$ cat src/rtl/psram_init_seq_pkg.sv
// Shared types and constants for the PSRAM power-up / lock-recovery sequencer.
package psram_pkg;

    localparam int CFG_ADDR_W = 22;
    localparam int CFG_DATA_W = 16;

    // PSRAM-domain clock produced by the rPLL from the 27 MHz board clock
    localparam int CLK_FREQ_HZ = 54_000_000;
    localparam int CLK_PER_US  = CLK_FREQ_HZ / 1_000_000;

    // Device reset low time: 250 ns (200 ns minimum plus margin), rounded up to whole cycles
    localparam int DEF_RST_PULSE_CYCLES   = (CLK_PER_US * 250 + 999) / 1000;
    // Device power-up time after reset release: 150 us
    localparam int DEF_PWRUP_CYCLES       = CLK_PER_US * 150;
    localparam int DEF_LOCK_STABLE_CYCLES = 256;
    localparam int DEF_ACK_TIMEOUT        = 1024;
    localparam int DEF_MAX_RETRY          = 3;

    localparam logic [CFG_ADDR_W-1:0] DEF_CFG_ADDR = 22'h000800;
    localparam logic [CFG_DATA_W-1:0] DEF_CFG_DATA = 16'h8FE4;

    typedef enum logic [2:0] {
        WAIT_LOCK,
        SETTLE,
        RST_PULSE,
        PWRUP,
        CFG_REQ,
        READY,
        ERROR
    } init_state_t;

    function automatic int maxOf(input int a, input int b);
        return (a > b) ? a : b;
    endfunction

endpackage

$ cat src/rtl/psram_init_seq_sync_2ff.sv
// Two-flop synchronizer for a single asynchronous level, with a selectable reset value.
module sync_2ff #(
    parameter logic RESET_VAL = 1'b0
) (
    input  logic i_clk,
    input  logic i_rst,
    input  logic i_d,
    output logic o_q
);

    logic r_meta;
    logic r_sync;

    // Shift the asynchronous input through two flops to settle metastability
    always_ff @(posedge i_clk) begin
        if (i_rst) begin
            r_meta <= RESET_VAL;
            r_sync <= RESET_VAL;
        end else begin
            r_meta <= i_d;
            r_sync <= r_meta;
        end
    end

    assign o_q = r_sync;

endmodule

$ cat src/rtl/psram_init_seq.sv
// Sequencer that brings the PSRAM and its controller out of reset after a stable
// PLL lock, writes one configuration register, and restarts on any lock loss.
module psram_init_seq
    import psram_pkg::*;
#(
    parameter int                     LOCK_STABLE_CYCLES = DEF_LOCK_STABLE_CYCLES,
    parameter int                     RST_PULSE_CYCLES   = DEF_RST_PULSE_CYCLES,
    parameter int                     PWRUP_CYCLES       = DEF_PWRUP_CYCLES,
    parameter int                     ACK_TIMEOUT        = DEF_ACK_TIMEOUT,
    parameter int                     MAX_RETRY          = DEF_MAX_RETRY,
    parameter logic [CFG_ADDR_W-1:0]  CFG_ADDR           = DEF_CFG_ADDR,
    parameter logic [CFG_DATA_W-1:0]  CFG_DATA           = DEF_CFG_DATA
) (
    input  logic                  i_clk,
    input  logic                  i_rst,
    input  logic                  i_pll_lock,
    output logic                  o_ram_rst_n,
    output logic                  o_ctrl_rst,
    output logic                  o_cfg_req,
    output logic [CFG_ADDR_W-1:0] o_cfg_addr,
    output logic [CFG_DATA_W-1:0] o_cfg_data,
    input  logic                  i_cfg_ack,
    output logic                  o_init_done,
    output logic                  o_init_err,
    output logic [7:0]            o_lock_lost_cnt
);

    // One shared phase counter sized for the longest timed phase
    localparam int MAX_CYC = maxOf(maxOf(LOCK_STABLE_CYCLES, RST_PULSE_CYCLES),
                                   maxOf(PWRUP_CYCLES, ACK_TIMEOUT));
    localparam int CNT_W   = $clog2(MAX_CYC + 1);
    localparam int RTY_W   = $clog2(MAX_RETRY + 1);

    localparam logic [CNT_W-1:0] LOCK_LAST  = CNT_W'(LOCK_STABLE_CYCLES - 1);
    localparam logic [CNT_W-1:0] PULSE_LAST = CNT_W'(RST_PULSE_CYCLES - 1);
    localparam logic [CNT_W-1:0] PWRUP_LAST = CNT_W'(PWRUP_CYCLES - 1);
    localparam logic [CNT_W-1:0] ACK_LAST   = CNT_W'(ACK_TIMEOUT - 1);
    localparam logic [RTY_W-1:0] RETRY_LAST = RTY_W'(MAX_RETRY - 1);

    init_state_t           r_state;
    logic [CNT_W-1:0]      r_cnt;
    logic [RTY_W-1:0]      r_retryCnt;
    logic                  r_ramRstN;
    logic                  r_ctrlRst;
    logic                  r_cfgReq;
    logic [CFG_ADDR_W-1:0] r_cfgAddr;
    logic [CFG_DATA_W-1:0] r_cfgData;
    logic                  r_initDone;
    logic                  r_initErr;
    logic [7:0]            r_lostCnt;
    logic                  w_lockSync;
    logic                  w_lockLoss;

    sync_2ff #(
        .RESET_VAL (1'b0)
    ) u_lock_sync (
        .i_clk (i_clk),
        .i_rst (i_rst),
        .i_d   (i_pll_lock),
        .o_q   (w_lockSync)
    );

    // A lock drop only counts as a loss once the device has started being reset
    assign w_lockLoss = !w_lockSync && (r_state != WAIT_LOCK) && (r_state != SETTLE);

    // Sequencer FSM; every output is registered and updated together with the state
    always_ff @(posedge i_clk) begin
        if (i_rst) begin
            r_state    <= WAIT_LOCK;
            r_cnt      <= '0;
            r_retryCnt <= '0;
            r_ramRstN  <= 1'b0;
            r_ctrlRst  <= 1'b1;
            r_cfgReq   <= 1'b0;
            r_cfgAddr  <= '0;
            r_cfgData  <= '0;
            r_initDone <= 1'b0;
            r_initErr  <= 1'b0;
            r_lostCnt  <= '0;
        end else if (w_lockLoss) begin
            r_state    <= WAIT_LOCK;
            r_cnt      <= '0;
            r_retryCnt <= '0;
            r_ramRstN  <= 1'b0;
            r_ctrlRst  <= 1'b1;
            r_cfgReq   <= 1'b0;
            r_cfgAddr  <= '0;
            r_cfgData  <= '0;
            r_initDone <= 1'b0;
            r_initErr  <= 1'b0;
            if (r_lostCnt != 8'hFF) begin
                r_lostCnt <= r_lostCnt + 8'd1;
            end
        end else begin
            case (r_state)
                WAIT_LOCK: begin
                    if (w_lockSync) begin
                        r_state <= SETTLE;
                        r_cnt   <= '0;
                    end
                end
                SETTLE: begin
                    if (!w_lockSync) begin
                        r_state <= WAIT_LOCK;
                        r_cnt   <= '0;
                    end else if (r_cnt == LOCK_LAST) begin
                        r_state <= RST_PULSE;
                        r_cnt   <= '0;
                    end else begin
                        r_cnt <= r_cnt + CNT_W'(1);
                    end
                end
                RST_PULSE: begin
                    if (r_cnt == PULSE_LAST) begin
                        r_state   <= PWRUP;
                        r_cnt     <= '0;
                        r_ramRstN <= 1'b1;
                    end else begin
                        r_cnt <= r_cnt + CNT_W'(1);
                    end
                end
                PWRUP: begin
                    if (r_cnt == PWRUP_LAST) begin
                        r_state    <= CFG_REQ;
                        r_cnt      <= '0;
                        r_retryCnt <= '0;
                        r_ctrlRst  <= 1'b0;
                        r_cfgReq   <= 1'b1;
                        r_cfgAddr  <= CFG_ADDR;
                        r_cfgData  <= CFG_DATA;
                    end else begin
                        r_cnt <= r_cnt + CNT_W'(1);
                    end
                end
                CFG_REQ: begin
                    if (!r_cfgReq) begin
                        r_cfgReq  <= 1'b1;
                        r_cnt     <= '0;
                        r_cfgAddr <= CFG_ADDR;
                        r_cfgData <= CFG_DATA;
                    end else if (i_cfg_ack) begin
                        r_state    <= READY;
                        r_cfgReq   <= 1'b0;
                        r_cfgAddr  <= '0;
                        r_cfgData  <= '0;
                        r_initDone <= 1'b1;
                    end else if (r_cnt == ACK_LAST) begin
                        r_cnt     <= '0;
                        r_cfgReq  <= 1'b0;
                        r_cfgAddr <= '0;
                        r_cfgData <= '0;
                        if (r_retryCnt == RETRY_LAST) begin
                            r_state   <= ERROR;
                            r_initErr <= 1'b1;
                        end else begin
                            r_retryCnt <= r_retryCnt + RTY_W'(1);
                        end
                    end else begin
                        r_cnt <= r_cnt + CNT_W'(1);
                    end
                end
                READY: begin
                end
                ERROR: begin
                end
                default: begin
                    r_state <= WAIT_LOCK;
                end
            endcase
        end
    end

    assign o_ram_rst_n     = r_ramRstN;
    assign o_ctrl_rst      = r_ctrlRst;
    assign o_cfg_req       = r_cfgReq;
    assign o_cfg_addr      = r_cfgAddr;
    assign o_cfg_data      = r_cfgData;
    assign o_init_done     = r_initDone;
    assign o_init_err      = r_initErr;
    assign o_lock_lost_cnt = r_lostCnt;

endmodule

$ cat config.mk
export PLATFORM = sky130hd
export DESIGN_NAME = psram_init_seq
export DESIGN_NICKNAME = d
export VERILOG_FILES = /design/src/rtl/psram_init_seq_pkg.sv /design/src/rtl/psram_init_seq_sync_2ff.sv /design/src/rtl/psram_init_seq.sv
export SDC_FILE = /design/constraint.sdc
export NUM_CORES = 1
export LEC_CHECK = 0
export ABC_AREA = 1
export BUFFER_PORTS_ARGS = -buffer_cell sky130_fd_sc_hd__buf_2
export CORE_MARGIN = 2
export CORE_UTILIZATION = 58
export DETAILED_ROUTE_END_ITERATION = 12
export GPL_TIMING_DRIVEN = 1
export PLACE_DENSITY_LB_ADDON = 0.15
export SLEW_MARGIN = 5
export SYNTH_ARGS = -nofsm -noshare
export SYNTH_HDL_FRONTEND = slang
export SYNTH_SLANG_ARGS = --single-unit
$ cat constraint.sdc
create_clock -name i_clk -period 4.4 [get_ports i_clk]
set_clock_uncertainty 0.05 [all_clocks]
set_input_delay 0.88 -clock i_clk [delete_from_list [all_inputs] [get_ports i_clk]]
set_output_delay 0.88 -clock i_clk [all_outputs]
set_load 0.02 [all_outputs]
-- Word-level counts from Yosys, hierarchy flattened
Cells that the tools add are included.
- equal/unequal tests: 25
- multiplexer cells: 40
- bitwise logic cells: 2
- reduce and logical (&&, ||, !) cells: 19
- $add $sub $neg: 3
- operators by type and width (cell ; count):
    13-bit 2-to-1 mux ; 8
    22-bit 2-to-1 mux ; 4
    13-bit case mux with 5 select lines ; 1
    16-bit 2-to-1 mux ; 4
    22-bit case mux with 2 select lines ; 1
    16-bit case mux with 2 select lines ; 1
    3-bit 2-to-1 mux ; 9
    3-bit case mux with 6 select lines ; 1
    13-bit by 1-bit adder with 13-bit output, second input constant ; 1
    13-bit by 10-bit == test with 1-bit output, second input constant ; 1
    13-bit == test, second input constant ; 1
    13-bit by 4-bit == test with 1-bit output, second input constant ; 1
    13-bit by 8-bit == test with 1-bit output, second input constant ; 1
    2-bit != test, second input constant ; 6
    3-bit != test, second input constant ; 4
    2-bit 2-to-1 mux ; 5
    3-bit == test, second input constant ; 3
    3-bit AND reduction ; 3
    8-bit by 1-bit adder with 8-bit output, second input constant ; 1
    8-bit != test, second input constant ; 1
    2-bit AND reduction ; 4
    8-bit AND reduction ; 1
    3-bit by 2-bit == test with 1-bit output, second input constant ; 2
    6-bit AND reduction ; 1
    18 further kinds ; 24
- output and inout port bits: 51
- input bits: 4
- register bits: 71

-- Logic depth before layout (Yosys ltp)
Gate-level depths: netlist (run 1).
- word-level depth: 6
- mapped depth: 11
- gate-level depth less buffers: 11

-- By module
A second synthesis (run 1) with hierarchy kept.
- cells, all modules: 328
- area total of the unflattened synthesis: 2195.9 um^2
- by module, submodules not included (module ; instances ; seq. area each (um^2) ; cells an instance ; area each (um^2)):
    psram_init_seq ; 1 ; 640.6 ; 322 ; 2140.8
    sync_2ff ; 1 ; 40.0 ; 6 ; 55.1

-- Worst setup path after synthesis (run 1)
No wires, ideal clock.
- path kind: input port to flip-flop
- from: input port i_cfg_ack
- to: register r_cnt[10]
- arrival: 1665 ps
- setup slack: 2615 ps
- path buffers: 0
- cell stages on the path: 7
- library setup time: 70 ps
- path through: inv_1 > nor2_4 > a21oi_2 > nand2_1 > nor2_1 > o21ai_1 > a21oi_1
- cells in the longest elaborated chain, start to end: 2
- RTL lines (what ; line ; text):
    start: declaration ; psram_init_seq.sv:22 ; input logic i_cfg_ack,
    3-bit != test (no source line) ; - ;
    3-bit AND reduction (no source line) ; - ;
    end signal: assignment ; psram_init_seq.sv:110 ; r_cnt <= r_cnt + CNT_W'(1);
    end signal: assignment ; psram_init_seq.sv:119 ; r_cnt <= r_cnt + CNT_W'(1);
    end signal: assignment ; psram_init_seq.sv:132 ; r_cnt <= r_cnt + CNT_W'(1);
    end: declaration ; psram_init_seq.sv:41 ; logic [CNT_W-1:0] r_cnt;
No other way between the ends.
A chain may end at the register's enable or synchronous reset.

-- Final worst setup path (run 1)
- from: input port i_rst
- to: register r_cnt[9]
- cells in the longest elaborated chain, start to end: 1
- RTL lines (what ; line ; text):
    start: declaration ; psram_init_seq.sv:15 ; input logic i_rst,
    2-bit OR reduction (no source line) ; - ;
No other way between the ends.

==> impl_summary.md, run 1 <==
Setup path
The combined buffer and inverter count along the critical path is 2. For the worst setup path, the data required time is 4560 ps. The minimum setup slack among reg-to-reg paths is 2320 ps. The startpoint identified for the worst register-to-register timing path is r_state[2]. The endpoint of the most critical register-to-register path is r_cnt[9]. On the worst path, the slowest cell contributes a delay of 710 ps.

The sort of element at the end of the critical path is a flip-flop. The worst setup path is launched from an input port. Walking the worst path, the cells encountered are buf_2 -> nor2_1 -> inv_1 -> a21oi_1. The first element of the critical path is i_rst.

The worst path arrival time is 2260 ps. The highest-delay cell along the critical path is sky130_fd_sc_hd__nor2_1. The category of cells accounting for the largest share of critical-path delay is simple AND/OR/NAND/NOR gates. The type of the worst setup path is in2reg. Along the worst path, the maximum fanout reaches 14. The number of cell instances on the worst register-to-register path is 5.

Logic synthesis
The largest area contributor in the synthesized netlist is sky130_fd_sc_hd__dfxtp_1. Of the total synthesized cell area, the portion taken by AND, OR, NAND and NOR gates is 0.342. By area the synthesized netlist is led by sky130_fd_sc_hd__dfxtp_1 (30%), sky130_fd_sc_hd__buf_4 (13%), sky130_fd_sc_hd__nand2_1 (11%), sky130_fd_sc_hd__nor2_1 (9.4%), sky130_fd_sc_hd__inv_1 (5.8%). The sequential element share of the synthesized area is 0.299. For this run, the number of Yosys warnings is 0.

Yosys mapped a number of flops with a built-in enable equal to 0. The share of synthesized area in the top cell type comes to 0.299. Of all flip-flops after synthesis, the portion carrying an async set or reset was 0. The synthesized instance count is 341. The synthesis-stage register bit count is 34. Of the total synthesized cell area, the portion taken by full adders, half adders and majority gates is 0.0220. The multiplexer share of the synthesized area is 0. In this run the cell area of the synthesized design comes to 2280 µm².

A synthesized cell averages 6.67 µm². The complex-gate fraction of the synthesized area is 0.113. The leading register cell type out of synthesis is sky130_fd_sc_hd__dfxtp_1. The post-synthesis share of cell area spent on xor and xnor gates is 0.0192. The number of library cell types mapped by synthesis is 36.

By area, the combinational part of the netlist is dominated by simple AND/OR/NAND/NOR gates.

Cells and area
The final antenna diode count is 0. In the final layout, the share of cells above drive strength 1 is 0.147. Counting the fill cells in the layout gives 355.

In the final design database the tool counted 367 nets. The area taken by flip-flops and latches is 681 µm². The most common cell after layout, fill and taps aside is sky130_fd_sc_hd__nand2_1. The utilization after layout is 0.635. The library cells used most frequently in the layout, excluding fill and tap cells, are sky130_fd_sc_hd__nand2_1 (65), sky130_fd_sc_hd__nor2_1 (57), sky130_fd_sc_hd__inv_1 (35). The combined area of the multi-input logic cells is 1240 µm². The area growth from synthesis to layout is 3.68%.

Clocking
Once the clock tree was built, the resizer swapped 0 gates to a different size. CTS placed an instance of sky130_fd_sc_hd__clkbuf_8 at the clock tree root. The buffers inserted during post-CTS setup optimization is 0. Clock-pin slew was measured on the worst setup and hold paths at 70 ps. The clock tree synthesis step divided the H-tree into 2 levels. The clock tree from TritonCTS is yes. The number of buffers inserted during clock tree synthesis is 5.

The tree built by TritonCTS fans out to 34 sinks. The clock network latency to the later pin of the worst-skew pair is 290 ps. For this design, the CTS-stage hold fixing added 0 buffers. The maximum root-to-sink buffer count is 2.

Route
The total wirelength of the detailed-routed design is 4450 µm. The detailed-routing iteration count for the pre-antenna-repair pass is 4. The via count is 2,024. The via density per instance is 4.96. In the routed design, unresolved DRC markers number 0. The detail route stage leaves a number of antenna-violating nets equal to 0. After detailed routing, the average wire length per cell comes to 10.9 µm.

In this run, the number of DRC markers left after iteration 0 of detailed routing was 147.

GRT
The first global-routing pass estimated 7640 µm of wire. The initial antenna violation count is 0. In the global route stage, overall resource usage came out at 0.222. The maximum number of pins on one net before global-route repair is 15. After global routing the overflow that remains totals 0. The via count of the first global-routing pass is 1,738.

Floorplanning
The number of I/O pins is 55. The effective utilization at floorplan is 0.612. From bottom edge to top edge, the die measures 66.6 µm. The die width is 66.6 µm. Row generation in the floorplan step produced 22 rows. The floorplan step defined a die boundary enclosing 4440 µm². The core region is 3720 µm².

Timing
Setup violations remaining at the end of the flow were counted as 0. The number of max-slew violations in the final report came to 0. The worst slack on hold paths is 356 ps. Measured against its own limit, the worst slew margin works out to 0.388. The final sum of negative setup slack is 0 ps. The final number of hold-violating endpoints is 0. At the pin with the least slew margin, the transition time is 915 ps. The final critical-path required period is 2090 ps. The share of the clock period used by the worst path is 0.476.

The maximum operating frequency is 477 MHz. Setup repair after global routing left no endpoint under its margin.

Min path
The worst hold path terminates at u_lock_sync.o_q. The worst hold path belongs to the class reg2reg. Counting instances, the worst hold path has a depth of 2.

The startpoint identified for the worst hold timing path is u_lock_sync.r_meta.

Power
Power spread over the standard cell area amounts to 482 nW/µm². The highest ir drop seen on vdd is 0.000328 V. The analysis attributes to cell leakage a power of 1.10 nW.

The overall power after layout is 1.14 mW.

Status
The run finished with clean final reports.

Place
The estimated wirelength of the detail-placed design is 3400 µm. The count of buffers added on input and output ports is 26. At the end of routability-driven placement, the weighted congestion stood at 0.869.

Job
Max-cap violations in this run came to 0.
-- stage by stage --
| step | cell area, µm² | setup slack [ps] | std cells |
|---|---|---|---|
| finish | 2360 | 2310 | 408 |
| CTS | 2360 | 2280 | 408 |
| global placement | 2250 | 2090 | 400 |
| detailed placement | 2250 | 2000 | 400 |
| global route | 2360 | 2030 | 408 |
| floorplan | 2380 | 2620 | 368 |
-- routing by layer --
metal / global-route usage / share of wire / routed length (µm)
met2: 0.369 / 0.47 / 2100
met3: 0.0456 / 0.051 / 228
met5: 0 / 0 / 0
met1: 0.288 / 0.47 / 2070
met4: 0.0689 / 0.0099 / 44
-- registers in the layout, summed over array words and instances, names as in the netlist, 2 cells and up --
register	flops
o_lock_lost_cnt	8
r_cnt	13
r_retryCnt	2
r_state	3
-- where the power goes --
part	total, mW	switching (mW)	internal, mW
clock network	0.278	0.109	0.169
registers	0.385	0.0445	0.340
logic	0.475	0.339	0.136
-- synth_stat cells, types with 2 or more instances --
master,number
sky130_fd_sc_hd__nand3_1,17
sky130_fd_sc_hd__a21oi_1,16
sky130_fd_sc_hd__inv_2,4
sky130_fd_sc_hd__o21ai_0,9
sky130_fd_sc_hd__nand2_2,8
sky130_fd_sc_hd__nor2_1,57
sky130_fd_sc_hd__o21bai_1,3
sky130_fd_sc_hd__ha_1,4
sky130_fd_sc_hd__nor3_1,11
sky130_fd_sc_hd__buf_2,2
sky130_fd_sc_hd__o21ai_1,7
sky130_fd_sc_hd__o21a_1,3
sky130_fd_sc_hd__nand2_1,65
sky130_fd_sc_hd__nor2_4,2
sky130_fd_sc_hd__buf_4,39
sky130_fd_sc_hd__xor2_1,5
sky130_fd_sc_hd__o22ai_1,2
sky130_fd_sc_hd__dfxtp_1,34
sky130_fd_sc_hd__inv_1,35
sky130_fd_sc_hd__nand4_1,2
-- worst min-delay path: cells and delay by family (launching register included) --
| kind | cells | cell delay, ps |
|---|---|---|
| DFF | 1 | 300 |
| buffers and inverters | 1 | 40 |
| and+or+nand+nor | 1 | 30 |
-- final cells by class --
cell class | count | area share
clock buffers | 7 | 0.0323
clock inverters | 1 | 0.0127
inverters | 39 | 0.0620
multi-input cells | 253 | 0.524
flip-flops and latches | 34 | 0.288
well taps | 48 | 0.0255
repair buffers | 26 | 0.0551
-- worst max-delay path by stage --
stage	to	slack (ps)	cells after the start
finish	r_cnt[9]	2310	4
global route	r_cnt[9]	2030	5
CTS	r_cnt[9]	2280	4
detailed placement	r_cnt[9]	2000	4
global placement	r_cnt[10]	2090	4
floorplan	r_cnt[10]	2620	7
-- kinds of logic (layout without fill, tap and decap cells) --
logic type,count (synthesis),in the layout
buf+inv,81,73
other cells,1,28
fa+ha+maj,4,4
xor+xnor,5,5
simple gates,171,171
compound gates,45,45
flops,34,34
Note: power is estimated with default switching activity, not from simulation.
==> run 2, diff against run 1 <==
--- a/config.mk
+++ b/config.mk
@@ -8,7 +8,7 @@
 export ABC_AREA = 1
 export BUFFER_PORTS_ARGS = -buffer_cell sky130_fd_sc_hd__buf_2
 export CORE_MARGIN = 2
-export CORE_UTILIZATION = 58
+export CORE_UTILIZATION = 54
 export DETAILED_ROUTE_END_ITERATION = 12
 export GPL_TIMING_DRIVEN = 1
 export PLACE_DENSITY_LB_ADDON = 0.15
==> constraint.sdc (replaced) <==
create_clock -name i_clk -period 2 [get_ports i_clk]
set_clock_uncertainty 0.05 [all_clocks]
set_input_delay 0.4 -clock i_clk [delete_from_list [all_inputs] [get_ports i_clk]]
set_output_delay 0.4 -clock i_clk [all_outputs]
set_load 0.02 [all_outputs]
==> impl_summary.md, run 2 (same netlist as run 1, synthesis figures left out) <==
Min path
In this run the most critical hold path is launched from i_pll_lock. The path class of the lowest-slack min-delay path is in2reg. The destination of the worst hold path is u_lock_sync.r_meta.

The number of cells traversed by the worst hold path is 3.

Place
The final weighted congestion of routability-driven global placement is 0.898. Buffers placed on the I/O ports in this run total 26. In this run the cell area measured after placement is 2290 µm². The estimated wirelength of the detail-placed design is 3510 µm. Once placement completed, the tool counted placed cells totaling 406.

Setup path
In this design, the stage delay of the slowest critical-path cell is 380 ps. The endpoint of the most critical register-to-register path is r_cnt[3]. The worst path arrival time is 1960 ps. The startpoint identified for the worst register-to-register timing path is r_cnt[1]. The highest-delay cell along the critical path is sky130_fd_sc_hd__dfxtp_1. The number of cell instances on the worst register-to-register path is 10. STA classifies the critical path endpoint as a flip-flop. The most numerous cell type found on the critical path is sky130_fd_sc_hd__nand2_1.

The critical path goes through ha_2 -> nand2_1 -> nor2_1 -> nand3_1 -> nand2_2 -> nand3_4 -> nor2_2 -> nand2_1 -> nand2_1 -> nor2_1. The highest fanout seen on the critical path is 12. The minimum setup slack among reg-to-reg paths is 170 ps. The worst setup path is of the reg2reg kind. The worst setup path is launched from a flip-flop.

Data on the critical path is required at its endpoint by 2130 ps.

Power
The ratio of total power to cell area is 1010 nW/µm². Across the VDD grid, the largest voltage drop is 0.000666 V. The share of total power dissipated in sequential elements is 0.350. Of the total power, combinational logic draws 0.452. Of the total power, the clock network draws 0.198. For this design the static power due to leakage is 1.11 nW. The internal portion of the total power is 1.32 mW. The analysis attributes to net switching a power of 1.08 mW.

Of the total power, the share spent switching nets is 0.451.

Clocking
Buffers inserted to repair hold after CTS numbered 0. The clock passes through at most 2 buffers. For this design, the sink count on the clock tree is 34. The H-tree depth is 2. The clock tree from TritonCTS is yes. The number of buffers inserted during clock tree synthesis is 5.

At the later pin of the worst-skew pair, clock insertion delay measures 280 ps. The clock slew seen by the registers of the worst setup and hold paths is 70 ps. The root buffer cell is sky130_fd_sc_hd__clkbuf_8.

GRT
The first-pass GRT wire length is 7840 µm. The initial antenna violation count was 0. Entering global routing, the biggest net connects 14 pins. The via count of the first global-routing pass is 1,809.

The global-route congestion overflow total is 0. For this run, the total global-route usage over all layers was measured as 0.219.

Cells and area
The final instance count without filler cells is 413. The final antenna diode count is 0. The register with the most flip-flops is r_cnt.

Leaving out fill and tap cells, the most frequent cell in the layout is sky130_fd_sc_hd__nand2_1. After the last flow step, the layout net total stands at 371. The number of flip-flops under the largest register name is 13. The final instance area is 2380 µm².

The area growth from synthesis to layout is 4.40%. In the final layout, the share of cells above drive strength 1 is 0.163. Leaving out fill and tap cells, the most frequent cells in the layout are sky130_fd_sc_hd__nand2_1 (65), sky130_fd_sc_hd__nor2_1 (56), sky130_fd_sc_hd__inv_1 (35).

Timing
The final number of hold-violating endpoints was 0. For this run, the top clock speed supported by timing is 545 MHz. The clock period could shrink to 1830 ps. In the finished design, the share of the clock period the worst path needs comes to 0.917. Setup repair after global routing left no endpoint under its margin. In the final timing run, aggregate negative setup slack is 0 ps. The number of setup violations in the final report is 0. The number of max-slew violations in the final report is 0. On the final layout, the worst hold slack is 263 ps.

Floorplanning
For this configuration, the core starts out at a cell density of 0.565. The height of the die is 68.9 µm. The die width is 68.9 µm.

The number of standard-cell rows in the floorplan is 23. 55 I/O pins were placed. The area of the die is 4750 µm².

The core area is 4030 µm².

Route
The total wirelength of the detailed-routed design is 4560 µm. The average routed wire per standard cell is 11.0 µm. The via count is 1,976. The detailed-routing iteration count for the pre-antenna-repair pass is 4. After detailed routing, the number of vias per cell comes to 4.78. In this run the remaining antenna-violating nets after routing total 0. The detailed router finished its first iteration with 140 violations. The post-route DRC violation count is 0.

Status
The run finished with clean final reports.

Job
The number of maximum-capacitance constraint violations is 0.
-- run 2: cell types whose count changed in the layout (fill, tap and decap cells not counted), sizes merged --
cell / before / now
buf: 26 / 30
bufinv: 1 / 0
-- run 2: how the worst max path moves through the flow --
stage	start	endpoint	slack, ps	cells past startpoint
floorplan	r_cnt[0]	r_state[1]	370	9
global route	r_cnt[1]	r_cnt[3]	7	10
detailed placement	r_cnt[0]	r_cnt[3]	130	10
finish	r_cnt[1]	r_cnt[3]	170	10
CTS	r_cnt[0]	r_cnt[3]	120	10
global placement	r_cnt[0]	r_cnt[8]	230	10
-- run 2: area by class of cell --
cell class                 count  area (µm²)
clock buffer                   7        76.3
timing repair buffer          30         160
inverter                      39         146
sequential                    34         682
fill                         409        1650
tap                           50        62.6
multi-input combinational    253        1250
-- run 2: power by group through the flow --
| stage | clock, mW | sequential, mW | combinational, mW |
|---|---|---|---|
| final | 0.477 | 0.842 | 1.09 |
| after global routing | 0.517 | 0.861 | 1.25 |
| after CTS | 0.498 | 0.841 | 1.09 |
| after detailed placement | 0 | 0.856 | 1.08 |
| after global placement | 0 | 0.852 | 1.08 |
| after floorplan | 0 | 0.859 | 0.963 |
-- run 2: routing by layer --
layer / GRT usage / wire, µm / up-vias
met2: 0.359 / 2130 / 54
li1: - / - / 1059
met3: 0.0519 / 238 / 5
met5: 0 / 0 / -
met4: 0.0637 / 49 / 0
met1: 0.285 / 2140 / 858
-- run 2: timing repair --
| action | in CTS | in global routing |
|---|---|---|
| gates resized for setup | 0 | 4 |
| buffers inserted | 0 | 0 |
| endpoints found under the setup margin | 0 | 6 |
-- run 2: worst max-delay path, delay by kind of cell, from the launching register on --
kind	cells	cell delay [ps]
fa+ha+maj	1	240
simple gates	9	1070
flops	1	380
-- run 2: through the flow --
step / total power [mW] / setup slack, ps / util
floorplan: 1.82 / 372 / -
global placement: 1.93 / 231 / 0.567
detailed placement: 1.94 / 133 / 0.567
CTS: 2.43 / 115 / 0.586
global route: 2.62 / 6.66 / 0.590
finish: 2.40 / 166 / 0.590
==> run 3, diff against run 2 <==
--- a/config.mk
+++ b/config.mk
@@ -7,6 +7,7 @@
 export LEC_CHECK = 0
 export ABC_AREA = 1
 export BUFFER_PORTS_ARGS = -buffer_cell sky130_fd_sc_hd__buf_2
+export CORE_ASPECT_RATIO = 0.9
 export CORE_MARGIN = 2
 export CORE_UTILIZATION = 54
 export DETAILED_ROUTE_END_ITERATION = 12
==> impl_summary.md, run 3 (same netlist as run 1, synthesis figures left out) <==
Status
The flow ran to the end, and the final reports show no timing, DRC or antenna violations.

Route
The via count is 2,009. For this run, the detailed router's first-pass iteration total came to 4. The post-route DRC violation count is 0. In the final routed layout, each cell accounts on average for 10.8 µm.

Dividing the detail-routed via count by the number of cells gives 4.88. The number of DRC markers after the initial detailed-route iteration is 117. Once detail routing completed, the nets flagged for antenna violations numbered 0. Summed over all layers, the routed wires come to 4470 µm.

Power
The internal portion of total power is 1.34 mW. VDD sags by at most 0.000626 V. The ratio of total power to cell area is 1020 nW/µm². The leakage power is 1.12 nW. Of the total power, the share spent switching nets is 0.449.

Summed over all nets, the switching power comes to 1.09 mW. The share of total power dissipated in sequential elements is 0.346. The combinational power share is 0.460.

The share of total power dissipated in the clock network is 0.194.

Floorplanning
55 I/O pins were placed. The height of the die is 65.6 µm. The die covers 4750 µm². The floorplan step set the die width to 72.4 µm. The initial utilization of the core area, before any placement, comes to 0.559.

Row generation in the floorplan step produced 22 rows. After floorplanning, the core was sized to cover 4070 µm².

Timing
Setup violations remaining at the end of the flow were counted as 0. The number of max-slew violations in the final report is 0. The clock period could shrink to 1810 ps. Summed over all failing endpoints, the final setup total negative slack is 0 ps. Static timing analysis puts the maximum clock frequency at 551 MHz. Setup repair after global routing left no endpoint under its margin.

The share of the clock period used by the worst path is 0.907. The final number of hold-violating endpoints is 0.

Clocking
Hold repair after CTS inserted 0 buffers. Buffers added to address setup during post-CTS repair amount to 0. Counting the buffers created by CTS gives 5. The clock network latency to the later pin of the worst-skew pair is 290 ps. Clock-pin slew was measured on the worst setup and hold paths at 70 ps. The clock net in this run drives a total of 34 sinks. The clock tree from TritonCTS is yes. The maximum root-to-sink buffer count is 2. CTS built an H-tree with a depth of 2.

The root buffer cell is sky130_fd_sc_hd__clkbuf_8. The post-cts sizing count is 0.

Cells and area
The register with the most flip-flops is r_cnt. The final instance area is 2370 µm². 0 antenna diodes ended up in the layout. In the final layout, the share of cells above drive strength 1 is 0.162. The number of nets in the finished design is 372. The library cell used most frequently in the layout, excluding fill and tap cells, is sky130_fd_sc_hd__nand2_1. The register with the most flip-flops in the layout has 13 of them. Leaving out fill and tap cells, the most frequent cells in the layout are sky130_fd_sc_hd__nand2_1 (65), sky130_fd_sc_hd__nor2_1 (56), sky130_fd_sc_hd__inv_1 (35). Fill cells in the final layout number 430. Compared with the post-synthesis result, the final layout area differs by 4.18%.

Setup path
The type of the worst setup path is reg2reg. For the worst setup path, the data required time is 2140 ps. The worst setup path is captured at a flip-flop.

The worst setup path is launched from a flip-flop. The worst path arrival time is 1950 ps. The highest fanout seen on the critical path is 12.

GRT
The first global-routing pass estimated 7810 µm of wire. The initial antenna violation count is 0. Entering global routing, the biggest net connects 13 pins. After global routing the overflow that remains totals 0.

The via count of the first global-routing pass is 1,748. The overall fraction of global-route tracks in use is 0.211.

Place
Input and output buffers added on the ports amount to 26. The placed instances occupy a cell area of 2290 µm². The estimated wirelength of the detail-placed design is 3450 µm. The final weighted congestion of routability-driven global placement is 0.896.

Job
Max-cap violations in this run came to 0.

Min path
The path class of the lowest-slack min-delay path is in2reg.
==> run 3: cell types whose count changed in the layout (fill, tap and decap cells not counted), sizes merged <==
cell and change:
buf +1
==> run 3: power groups by stage <==
stage / Clock, mW / Sequential (mW) / Combinational (mW)
6_report: 0.471 / 0.840 / 1.12
3_3_place_gp: 0 / 0.853 / 1.10
3_5_place_dp: 0 / 0.854 / 1.11
5_1_grt: 0.521 / 0.856 / 1.26
4_1_cts: 0.487 / 0.840 / 1.11
2_1_floorplan: 0 / 0.859 / 0.963
==> run 3: layout make-up <==
class | instances | area, µm² | share of cell area
timing repair buffer | 31 | 168 | 0.0707
multi-input combinational | 253 | 1240 | 0.522
tap | 48 | 60.1 | 0.0253
sequential | 34 | 682 | 0.288
clock buffer | 7 | 76.3 | 0.0322
inverter | 39 | 146 | 0.0617
==> run 3: worst paths after layout <==
kind         slack (ps)                  to  cells past startpoint          startpoint
max                 190            r_cnt[3]                     10            r_cnt[1]
min                 260  u_lock_sync.r_meta                      3          i_pll_lock
min reg2reg         350     u_lock_sync.o_q                      2  u_lock_sync.r_meta
max reg2reg         190            r_cnt[3]                     10            r_cnt[1]
==> run 3: stage by stage <==
step | hold WS (ps) | instances | total power [mW] | setup WS [ps] | utilization
floorplan | 338 | 368 | 1.82 | 372 | -
global placement | 340 | 405 | 1.95 | 228 | 0.562
detailed placement | 347 | 405 | 1.97 | 158 | 0.562
CTS | 255 | 412 | 2.44 | 127 | 0.581
global route | 257 | 412 | 2.64 | 2.96 | 0.582
finish | 263 | 412 | 2.43 | 185 | 0.582
==> run 3: routing by layer <==
metal | wire (µm) | vias to the layer above | track usage | part of all wire
met4 | 82 | 0 | 0.0926 | 0.018
met3 | 188 | 9 | 0.0445 | 0.042
met1 | 2220 | 889 | 0.296 | 0.50
met5 | 0 | - | 0 | 0
met2 | 1980 | 49 | 0.310 | 0.44
li1 | - | 1062 | - | -
==> run 3: critical path, cell delays in order (launching register included) <==
cell and delay (ps):
sky130_fd_sc_hd__dfxtp_1 370, sky130_fd_sc_hd__ha_1 220, sky130_fd_sc_hd__nand3_2 180, sky130_fd_sc_hd__nor2_8 200, sky130_fd_sc_hd__nand2_2 60, sky130_fd_sc_hd__nand2_2 90, sky130_fd_sc_hd__nand3_4 150, sky130_fd_sc_hd__nor2_2 150
sky130_fd_sc_hd__nand2_1 60, sky130_fd_sc_hd__nand2_1 130, sky130_fd_sc_hd__nor2_1 50
